File: config.mk
export PLATFORM = sky130hd
export DESIGN_NAME = auteur_dotp_acc_flat
export DESIGN_NICKNAME = d
export VERILOG_FILES = /design/src/rtl/auteur_pkg.sv /design/src/rtl/auteur_dotp_acc_if.sv /design/src/rtl/auteur_align_add.sv /design/src/rtl/auteur_dotp_acc.sv /design/src/flat_wrapper.sv
export SDC_FILE = /design/constraint.sdc
export NUM_CORES = 1
export LEC_CHECK = 0
export ABC_AREA = 1
export CAP_MARGIN = 25
export CELL_PAD_IN_SITES_DETAIL_PLACEMENT = 0
export CELL_PAD_IN_SITES_GLOBAL_PLACEMENT = 1
export CORE_MARGIN = 2
export CORE_UTILIZATION = 30
export DETAILED_ROUTE_END_ITERATION = 10
export PLACE_DENSITY_LB_ADDON = 0.1
export SLEW_MARGIN = 20
export SYNTH_ARGS = -nofsm -noshare
export SYNTH_HDL_FRONTEND = slang
export SYNTH_SLANG_ARGS = --single-unit
File: constraint.sdc
create_clock -name clk_i -period 7.1 [get_ports clk_i]
set_input_delay 1.065 -clock clk_i [delete_from_list [all_inputs] [get_ports clk_i]]
set_output_delay 1.065 -clock clk_i [all_outputs]
set_load 0.05 [all_outputs]
File: src/rtl/auteur_pkg.sv
// -----------------------------------------------------------------------------
// auteur_pkg
// Shared definitions for the auteur dot-product accumulation stage:
//   - default widths for the partial sum, accumulator mantissa and exponent
//   - output-side FSM state encoding
//   - exponent renormalisation helpers (increment with saturation at the
//     largest signed value representable in a given width)
// No ports (package).
// -----------------------------------------------------------------------------
package auteur_pkg;

  localparam int unsigned sum_width_default = 24;
  localparam int unsigned acc_width_default = 32;
  localparam int unsigned exp_width_default = 10;

  // Output register occupancy.
  typedef enum logic {
    OUT_EMPTY = 1'b0,
    OUT_FULL  = 1'b1
  } out_state_e;

  // Largest signed value of a 'width'-bit exponent, held in a 32-bit container.
  function automatic logic signed [31:0] exp_max(input int unsigned width);
    return (32'sd1 <<< (width - 1)) - 32'sd1;
  endfunction

  // Exponent after an optional single-bit renormalisation. An increment that
  // would pass the largest signed value sticks at that value instead.
  function automatic logic signed [31:0] renorm_exp(input logic signed [31:0] exp_in,
                                                    input logic               inc,
                                                    input int unsigned        width);
    if (!inc) begin
      return exp_in;
    end
    if (exp_in >= exp_max(width)) begin
      return exp_max(width);
    end
    return exp_in + 32'sd1;
  endfunction

  // High when renorm_exp() had to saturate.
  function automatic logic renorm_sat(input logic signed [31:0] exp_in,
                                      input logic               inc,
                                      input int unsigned        width);
    return inc && (exp_in >= exp_max(width));
  endfunction

endpackage

File: src/rtl/auteur_dotp_acc_if.sv
// -----------------------------------------------------------------------------
// auteur_dotp_acc_if
// Beat input and result output handshakes of the accumulation stage.
//   in_valid_i / in_ready_o   : beat handshake
//   in_sum_i, in_exp_i        : signed partial sum and its block exponent
//   in_first_i, in_last_i     : group delimiters (may both be set)
//   out_valid_o / out_ready_i : result handshake
//   out_mant_o, out_exp_o     : signed accumulated mantissa and exponent
//   out_exp_ovf_o             : exponent saturated during the group
// Modports: master = beat producer / result consumer, slave = accumulator.
// -----------------------------------------------------------------------------
interface auteur_dotp_acc_if
  import auteur_pkg::*;
#(
  parameter int unsigned SumWidth = sum_width_default,
  parameter int unsigned AccWidth = acc_width_default,
  parameter int unsigned ExpWidth = exp_width_default
) ();

  logic                in_valid_i;
  logic                in_ready_o;
  logic [SumWidth-1:0] in_sum_i;
  logic [ExpWidth-1:0] in_exp_i;
  logic                in_first_i;
  logic                in_last_i;
  logic                out_valid_o;
  logic                out_ready_i;
  logic [AccWidth-1:0] out_mant_o;
  logic [ExpWidth-1:0] out_exp_o;
  logic                out_exp_ovf_o;

  modport master (
    output in_valid_i, in_sum_i, in_exp_i, in_first_i, in_last_i, out_ready_i,
    input  in_ready_o, out_valid_o, out_mant_o, out_exp_o, out_exp_ovf_o
  );

  modport slave (
    input  in_valid_i, in_sum_i, in_exp_i, in_first_i, in_last_i, out_ready_i,
    output in_ready_o, out_valid_o, out_mant_o, out_exp_o, out_exp_ovf_o
  );

endinterface

File: src/rtl/auteur_align_add.sv
// -----------------------------------------------------------------------------
// auteur_align_add
// Combinational align / add / renormalise / saturate step of the accumulator.
//   acc_mant_i, acc_exp_i : current accumulator (signed mantissa, exponent)
//   in_sum_i, in_exp_i    : incoming partial sum and exponent
//   load_i                : bypass the add and load the sign-extended input
//   res_mant_o, res_exp_o : next accumulator value
//   res_sat_o             : exponent saturated on this step
// The operand with the smaller exponent is shifted right arithmetically (floor,
// no rounding) to the larger exponent. A carry into the guard bit is absorbed
// by a single right shift and an exponent increment.
// -----------------------------------------------------------------------------
module auteur_align_add
  import auteur_pkg::*;
#(
  parameter int unsigned SumWidth = sum_width_default,
  parameter int unsigned AccWidth = acc_width_default,
  parameter int unsigned ExpWidth = exp_width_default
) (
  input  logic signed [AccWidth-1:0] acc_mant_i,
  input  logic signed [ExpWidth-1:0] acc_exp_i,
  input  logic signed [SumWidth-1:0] in_sum_i,
  input  logic signed [ExpWidth-1:0] in_exp_i,
  input  logic                       load_i,
  output logic signed [AccWidth-1:0] res_mant_o,
  output logic signed [ExpWidth-1:0] res_exp_o,
  output logic                       res_sat_o
);

  typedef logic signed [ExpWidth:0] exp_ext_t;
  typedef logic        [ExpWidth:0] shift_t;
  typedef logic signed [AccWidth:0] sum_ext_t;

  // Shifts at or beyond the mantissa width leave only the sign.
  localparam shift_t ShiftLimit = shift_t'(AccWidth);

  logic signed [AccWidth-1:0] in_ext;
  exp_ext_t                   exp_diff;
  shift_t                     shift_amt;
  logic signed [AccWidth-1:0] op_acc;
  logic signed [AccWidth-1:0] op_in;
  logic signed [ExpWidth-1:0] base_exp;
  sum_ext_t                   sum;
  logic                       sum_ovf;

  assign in_ext = AccWidth'(in_sum_i);

  always_comb begin
    // NOTE: every variable gets a default before any branch so that no path
    // through this block leaves a value held, which would infer a latch.
    exp_diff   = exp_ext_t'(in_exp_i) - exp_ext_t'(acc_exp_i);
    shift_amt  = '0;
    op_acc     = acc_mant_i;
    op_in      = in_ext;
    base_exp   = in_exp_i;
    sum        = '0;
    sum_ovf    = 1'b0;
    res_mant_o = in_ext;
    res_exp_o  = in_exp_i;
    res_sat_o  = 1'b0;

    // Shift selection kept in if/else rather than ?: so the sign fill stays
    // arithmetic (a concatenation arm would make the whole expression unsigned).
    if (!exp_diff[ExpWidth]) begin
      shift_amt = shift_t'(exp_diff);
      base_exp  = in_exp_i;
      if (shift_amt >= ShiftLimit) begin
        op_acc = {AccWidth{acc_mant_i[AccWidth-1]}};
      end else begin
        op_acc = acc_mant_i >>> shift_amt;
      end
    end else begin
      shift_amt = shift_t'(-exp_diff);
      base_exp  = acc_exp_i;
      if (shift_amt >= ShiftLimit) begin
        op_in = {AccWidth{in_ext[AccWidth-1]}};
      end else begin
        op_in = in_ext >>> shift_amt;
      end
    end

    sum     = sum_ext_t'(op_acc) + sum_ext_t'(op_in);
    // Guard bit disagreeing with the mantissa sign bit means the add overflowed.
    sum_ovf = sum[AccWidth] ^ sum[AccWidth-1];

    if (!load_i) begin
      if (sum_ovf) begin
        res_mant_o = sum[AccWidth:1];
      end else begin
        res_mant_o = sum[AccWidth-1:0];
      end
      res_exp_o = ExpWidth'(renorm_exp(32'(base_exp), sum_ovf, ExpWidth));
      res_sat_o = renorm_sat(32'(base_exp), sum_ovf, ExpWidth);
    end
  end

endmodule

File: src/rtl/auteur_dotp_acc.sv
// -----------------------------------------------------------------------------
// auteur_dotp_acc
// Accumulates the aligned partial dot products of one group (K-chunk sequence)
// and hands the mantissa/exponent result to normalisation through a single
// registered valid/ready stage.
//   clk_i  : clock
//   rst_ni : asynchronous active-low reset
//   bus    : auteur_dotp_acc_if.slave (beat input, result output)
// A beat marked first, or any beat while no group is open, loads the
// accumulator; other beats align-add. The last beat's result goes to the
// output register. Input is stalled only while an unconsumed result is held.
// -----------------------------------------------------------------------------
module auteur_dotp_acc
  import auteur_pkg::*;
#(
  parameter int unsigned SumWidth = sum_width_default,
  parameter int unsigned AccWidth = acc_width_default,
  parameter int unsigned ExpWidth = exp_width_default
) (
  input logic             clk_i,
  input logic             rst_ni,
  auteur_dotp_acc_if.slave bus
);

  out_state_e                 state_q, state_d;
  logic signed [AccWidth-1:0] acc_mant_q, acc_mant_d;
  logic signed [ExpWidth-1:0] acc_exp_q, acc_exp_d;
  logic                       acc_open_q, acc_open_d;
  logic                       ovf_q, ovf_d;
  logic signed [AccWidth-1:0] out_mant_q, out_mant_d;
  logic signed [ExpWidth-1:0] out_exp_q, out_exp_d;
  logic                       out_ovf_q, out_ovf_d;

  logic                       in_ready;
  logic                       in_accept;
  logic                       last_accept;
  logic                       load;
  logic signed [AccWidth-1:0] res_mant;
  logic signed [ExpWidth-1:0] res_exp;
  logic                       res_sat;
  logic                       group_ovf;

  // Ready is also applied to non-last beats; only a held result can stall.
  assign in_ready    = (state_q == OUT_EMPTY) || bus.out_ready_i;
  assign in_accept   = bus.in_valid_i && in_ready;
  assign last_accept = in_accept && bus.in_last_i;
  assign load        = bus.in_first_i || !acc_open_q;
  // A load starts a fresh group, so the earlier saturation history is dropped.
  assign group_ovf   = (load ? 1'b0 : ovf_q) | res_sat;

  auteur_align_add #(
    .SumWidth (SumWidth),
    .AccWidth (AccWidth),
    .ExpWidth (ExpWidth)
  ) u_align_add (
    .acc_mant_i (acc_mant_q),
    .acc_exp_i  (acc_exp_q),
    .in_sum_i   (bus.in_sum_i),
    .in_exp_i   (bus.in_exp_i),
    .load_i     (load),
    .res_mant_o (res_mant),
    .res_exp_o  (res_exp),
    .res_sat_o  (res_sat)
  );

  // Accumulator and output data next-state.
  always_comb begin
    acc_mant_d = acc_mant_q;
    acc_exp_d  = acc_exp_q;
    acc_open_d = acc_open_q;
    ovf_d      = ovf_q;
    out_mant_d = out_mant_q;
    out_exp_d  = out_exp_q;
    out_ovf_d  = out_ovf_q;

    if (in_accept) begin
      acc_mant_d = res_mant;
      acc_exp_d  = res_exp;
      ovf_d      = group_ovf;
      acc_open_d = !bus.in_last_i;
      if (bus.in_last_i) begin
        out_mant_d = res_mant;
        out_exp_d  = res_exp;
        out_ovf_d  = group_ovf;
      end
    end
  end

  // Output occupancy FSM. In FULL an accepted beat implies out_ready_i, so a
  // coinciding last beat refills the register in the cycle it drains.
  always_comb begin
    state_d = state_q;
    unique case (state_q)
      OUT_EMPTY: if (last_accept) state_d = OUT_FULL;
      OUT_FULL:  if (bus.out_ready_i && !last_accept) state_d = OUT_EMPTY;
      default:   state_d = OUT_EMPTY;
    endcase
  end

  always_ff @(posedge clk_i or negedge rst_ni) begin
    if (!rst_ni) begin
      // NOTE: the datapath registers are reset along with the control: the
      // output bus must read zero after reset and no partial group may survive.
      state_q    <= OUT_EMPTY;
      acc_mant_q <= '0;
      acc_exp_q  <= '0;
      acc_open_q <= 1'b0;
      ovf_q      <= 1'b0;
      out_mant_q <= '0;
      out_exp_q  <= '0;
      out_ovf_q  <= 1'b0;
    end else begin
      // NOTE: non-blocking assignments so every flop samples the values its
      // peers held before the edge, independent of statement order.
      state_q    <= state_d;
      acc_mant_q <= acc_mant_d;
      acc_exp_q  <= acc_exp_d;
      acc_open_q <= acc_open_d;
      ovf_q      <= ovf_d;
      out_mant_q <= out_mant_d;
      out_exp_q  <= out_exp_d;
      out_ovf_q  <= out_ovf_d;
    end
  end

  assign bus.in_ready_o    = in_ready;
  assign bus.out_valid_o   = (state_q == OUT_FULL);
  assign bus.out_mant_o    = out_mant_q;
  assign bus.out_exp_o     = out_exp_q;
  assign bus.out_exp_ovf_o = out_ovf_q;

endmodule

File: src/flat_wrapper.sv
// flat-port wrapper written by rule: the top's interface ports become plain ports
module auteur_dotp_acc_flat import auteur_pkg::*;
#(
  parameter int unsigned SumWidth = sum_width_default,
  parameter int unsigned AccWidth = acc_width_default,
  parameter int unsigned ExpWidth = exp_width_default
)
  (clk_i, rst_ni, bus_in_valid_i, bus_in_sum_i, bus_in_exp_i, bus_in_first_i, bus_in_last_i, bus_out_ready_i, bus_in_ready_o, bus_out_valid_o, bus_out_mant_o, bus_out_exp_o, bus_out_exp_ovf_o);
  auteur_dotp_acc_if #(.SumWidth(SumWidth), .AccWidth(AccWidth), .ExpWidth(ExpWidth)) bus_i ();
  input logic clk_i;
  input logic rst_ni;
  input wire logic [$bits(bus_i.in_valid_i)-1:0] bus_in_valid_i;
  input wire logic [$bits(bus_i.in_sum_i)-1:0] bus_in_sum_i;
  input wire logic [$bits(bus_i.in_exp_i)-1:0] bus_in_exp_i;
  input wire logic [$bits(bus_i.in_first_i)-1:0] bus_in_first_i;
  input wire logic [$bits(bus_i.in_last_i)-1:0] bus_in_last_i;
  input wire logic [$bits(bus_i.out_ready_i)-1:0] bus_out_ready_i;
  output wire logic [$bits(bus_i.in_ready_o)-1:0] bus_in_ready_o;
  output wire logic [$bits(bus_i.out_valid_o)-1:0] bus_out_valid_o;
  output wire logic [$bits(bus_i.out_mant_o)-1:0] bus_out_mant_o;
  output wire logic [$bits(bus_i.out_exp_o)-1:0] bus_out_exp_o;
  output wire logic [$bits(bus_i.out_exp_ovf_o)-1:0] bus_out_exp_ovf_o;
  assign bus_i.in_valid_i = bus_in_valid_i;
  assign bus_i.in_sum_i = bus_in_sum_i;
  assign bus_i.in_exp_i = bus_in_exp_i;
  assign bus_i.in_first_i = bus_in_first_i;
  assign bus_i.in_last_i = bus_in_last_i;
  assign bus_i.out_ready_i = bus_out_ready_i;
  assign bus_in_ready_o = bus_i.in_ready_o;
  assign bus_out_valid_o = bus_i.out_valid_o;
  assign bus_out_mant_o = bus_i.out_mant_o;
  assign bus_out_exp_o = bus_i.out_exp_o;
  assign bus_out_exp_ovf_o = bus_i.out_exp_ovf_o;
  auteur_dotp_acc #(.SumWidth(SumWidth), .AccWidth(AccWidth), .ExpWidth(ExpWidth)) u_core (.clk_i(clk_i), .rst_ni(rst_ni), .bus(bus_i));
endmodule
==> impl_metrics.sql <==
INSERT INTO impl_metrics (metric_group, metric, value, unit) VALUES
('timing', 'final_max_slew_viol_count', '0', ''),
('floorplanning', 'floorplan.initialDensity', '0.305', ''),
('synth', 'post_synthesis_sequential_area_ratio', '0.202', ''),
('setup_path', 'critPathMaxFanout', '7', ''),
('finish', 'layout.area.seq', '2200', 'µm²'),
('synth', 'synth.area.top_cells', 'sky130_fd_sc_hd__nand2_1 23%, sky130_fd_sc_hd__dfrtp_1 20%, sky130_fd_sc_hd__nand3_1 15%', ''),
('timing', 'clock_skew', '0.0146', 'ns'),
('finish', 'mostFrequentLayoutCell', 'sky130_fd_sc_hd__nand2_1', ''),
('finish', 'fill_cells', '3822', ''),
('timing', 'timing_hold_violations_final', '0', ''),
('cts', 'clock-root-buffer', 'sky130_fd_sc_hd__clkbuf_16', ''),
('cts', 'cts_made_buffers', '9', ''),
('place', 'portBuffers', '84', ''),
('detailed_routing', 'first_iter_violations', '1009', ''),
('detailed_routing', 'route.detailed.drc', '0', ''),
('min_path', 'worstHoldPathType', 'flop to flop', ''),
('setup_path', 'cp_common_cell', 'sky130_fd_sc_hd__nand2_1', ''),
('finish', 'antenna-diode-count', '0', ''),
('global_routing', 'wire_length_of_the_first_global_routing_pass', '74000', 'µm'),
('timing', 'timing.fmax', '0.148', 'GHz'),
('synth', 'syn_nets', '2000', ''),
('finish', 'mostFrequentLayoutCells', '627 x sky130_fd_sc_hd__nand2_1, 325 x sky130_fd_sc_hd__buf_4, 264 x sky130_fd_sc_hd__nand3_1', ''),
('global_routing', 'via_count_of_the_first_global_routing_pass', '12900', ''),
('cts', 'clock-sinks', '88', ''),
('finish', 'post_route_cells_drive_above_1_share', '0.253', ''),
('place', 'dp_worst_setup_slack', '-0.755', 'ns'),
('timing', 'timing.final.crit_share', '0.949', ''),
('synth', 'synth_enable_flop_cells', '0', ''),
('synth', 'synth.yosys.warnings', '0', ''),
('global_routing', 'antenna_found_initial', '2', ''),
('detailed_routing', 'route.detailed.wl_per_inst', '17.9', 'µm'),
('detailed_routing', 'finalWirelength', '48800', 'µm'),
('finish', 'final_area', '16000', 'µm²'),
('timing', 'tightestPinTransition', '0.753', 'ns'),
('cts', 'cts-hold-fix-buffers', '0', ''),
('place', 'detailed_place_hpwl', '37700', 'µm'),
('setup_path', 'timing.critical_path.to_type', 'flop', ''),
('setup_path', 'timing.setup.critical_path_class', 'input pin to flop', ''),
('detailed_routing', 'viasPerCell', '5.13', ''),
('floorplanning', 'placeableCoreArea', '35700', 'µm²'),
('cts', 'htree_levels', '3', ''),
('detailed_routing', 'detailedRoute.firstPassIterationCount', '5', ''),
('global_routing', 'grt_max_degree', '68', ''),
('setup_path', 'cpMaxStageDelayCell', 'sky130_fd_sc_hd__fa_2', ''),
('timing', 'max-slew-margin-rel', '0.498', ''),
('finish', 'syn_to_final_growth', '46.6', '%'),
('synth', 'post_synth_inst_count', '1914', ''),
('global_routing', 'grt-ovfl-total', '0', ''),
('floorplanning', 'num_rows', '69', ''),
('setup_path', 'worstSetupStartpointType', 'input pin', ''),
('synth', 'post_synth_num_cell_types', '47', ''),
('place', 'dpl-instance-area', '14300', 'µm²'),
('setup_path', 'max_stage_delay', '0.46', 'ns'),
('setup_path', 'timing.critical_path.required', '7.39', 'ns'),
('detailed_routing', 'antenna_left', '0', ''),
('timing', 'timing.final.crit_period', '6.74', 'ns'),
('synth', 'dominantRegCellSynth', 'sky130_fd_sc_hd__dfrtp_1', ''),
('cts', 'cts_max_path_buffers', '2', ''),
('floorplanning', 'fp.dieArea', '37800', 'µm²'),
('floorplanning', 'die_w', '195', 'µm'),
('synth', 'syn_avg_cell_area', '5.69', 'µm²'),
('run_status', 'status', 'finished clean', ''),
('cts', 'clkSlewWorstSetupHoldPaths', '0.06', 'ns'),
('synth', 'ys_seq_elements', '88', ''),
('global_routing', 'grt_use_total', '0.250', ''),
('setup_path', 'arrival_time_at_the_worst_endpoint', '7.03', 'ns'),
('detailed_routing', 'via_count', '13958', ''),
('synth', 'synth_top_area_share', '0.228', ''),
('cts', 'cts_tree', 'done', ''),
('timing', 'postLayoutSetupSlackWorst', '0.359', 'ns'),
('floorplanning', 'die_h', '195', 'µm'),
('place', 'place.gp.congestion', '0.940', ''),
('job', 'drv_cap', '0', ''),
('cts', 'worst_skew_pair.late_latency', '0.36', 'ns'),
('synth', 'async_reset_ff_frac', '1.00', ''),
('finish', 'multi_input_area', '8550', 'µm²'),
('finish', 'fin_nets', '2343', ''),
('synth', 'post_synth_instance_area', '10900', 'µm²'),
('synth', 'yosysTopAreaCell', 'sky130_fd_sc_hd__nand2_1', ''),
('timing', 'setup_viol', '0', ''),
('floorplanning', 'boundaryPins', '85', '');
-- metrics by stage --
step / util / hold WS [ns] / std cells / TNS [ns]
floorplan: - / 0.450 / 1914 / 0
global placement: 0.402 / 0.462 / 2670 / -46.27
detailed placement: 0.402 / 0.467 / 2670 / -52.99
CTS: 0.420 / 0.487 / 2701 / 0
global route: 0.448 / 0.508 / 2722 / -0.0633
finish: 0.448 / 0.481 / 2722 / 0
-- flip-flops by register name (all words and copies together) (netlist names) --
signal	flops
u_core.acc_open_q	1
u_core.bus.out_exp_ovf_o	1
u_core.bus.out_exp_o	10
u_core.acc_exp_q	10
u_core.ovf_q	1
u_core.acc_mant_q	32
u_core.bus.out_valid_o	1
u_core.bus.out_mant_o	32
-- repair_timing --
item / 4_1_cts / 5_1_grt
pin swaps: 18 / 62
endpoints found under the setup margin: 84 / 86
resized for setup: 53 / 184
cloned: 3 / 3
buffers inserted: 13 / 18
-- worst paths after layout --
kind / from / endpoint / slack, ns / depth (start not counted)
worst min-delay path: u_core.bus.out_exp_ovf_o / u_core.bus.out_exp_ovf_o / 0.48 / 2
worst max-delay path: bus_in_exp_i[0] / u_core.bus.out_exp_o[9] / 0.36 / 50
worst min register to register: u_core.bus.out_exp_ovf_o / u_core.bus.out_exp_ovf_o / 0.48 / 2
max in group asynchronous: rst_ni / u_core.acc_mant_q[7] / 5.31 / 2
worst max register to register: u_core.acc_exp_q[0] / u_core.bus.out_exp_o[9] / 0.82 / 48
min in group asynchronous: rst_ni / u_core.bus.out_exp_o[5] / 0.65 / 1
-- logic make-up after synthesis --
group | synth area share
buffers and inverters | 0.0966
AO/OA/AOI/OAI | 0.161
adder cells (fa/ha/maj) | 0.0542
flip-flops | 0.202
AND/OR/NAND/NOR | 0.456
XOR/XNOR | 0.0306
-- synthesized netlist by cell type (3+ instances only) --
cell and n:
sky130_fd_sc_hd__a21oi_1 78, sky130_fd_sc_hd__a31oi_1 10, sky130_fd_sc_hd__buf_1 21, sky130_fd_sc_hd__buf_2 19, sky130_fd_sc_hd__buf_4 5, sky130_fd_sc_hd__buf_6 3
sky130_fd_sc_hd__clkbuf_1 56, sky130_fd_sc_hd__clkinv_1 3, sky130_fd_sc_hd__dfrtp_1 88, sky130_fd_sc_hd__ha_1 44, sky130_fd_sc_hd__inv_1 152, sky130_fd_sc_hd__inv_2 4
sky130_fd_sc_hd__nand2_1 663, sky130_fd_sc_hd__nand2_2 4, sky130_fd_sc_hd__nand2_4 3, sky130_fd_sc_hd__nand3_1 337, sky130_fd_sc_hd__nand3_2 3, sky130_fd_sc_hd__nand4_1 15
sky130_fd_sc_hd__nor2_1 96, sky130_fd_sc_hd__nor2_2 9, sky130_fd_sc_hd__nor3_1 9, sky130_fd_sc_hd__o211ai_1 12, sky130_fd_sc_hd__o21a_1 12, sky130_fd_sc_hd__o21ai_0 144
sky130_fd_sc_hd__o21ai_1 50, sky130_fd_sc_hd__o21ai_2 3, sky130_fd_sc_hd__o21bai_1 3, sky130_fd_sc_hd__o221ai_1 3, sky130_fd_sc_hd__or2_1 3, sky130_fd_sc_hd__xnor2_1 17
sky130_fd_sc_hd__xor2_1 21
-- layout make-up --
cell class                 instances  share of cell area
clock buffer                       9              0.0141
timing repair buffer             436               0.236
multi-input combinational       1563               0.535
clock inverter                     6             0.00274
sequential                        88               0.138
inverter                         159              0.0377
tap                              461              0.0361
-- per-layer routing --
metal  GRT usage  vias up  part of all wire
li1            -     7001                 -
met5           0        -                 0
met2       0.369      328              0.43
met4      0.0479        0             0.012
met1       0.390     6599              0.51
met3      0.0227       30             0.048
-- worst max-delay path: cells and delay by family --
kind | cells | cell delay (ns)
buffers and inverters | 13 | 1.27
and+or+nand+nor | 26 | 2.62
adders and majority gates | 4 | 1.09
xor gates and xnor gates | 1 | 0.19
AOI/OAI and AO/OA | 6 | 0.72
Power is not shown: default switching activity piles up to over one toggle a cycle in this logic, so the estimate is an artifact.
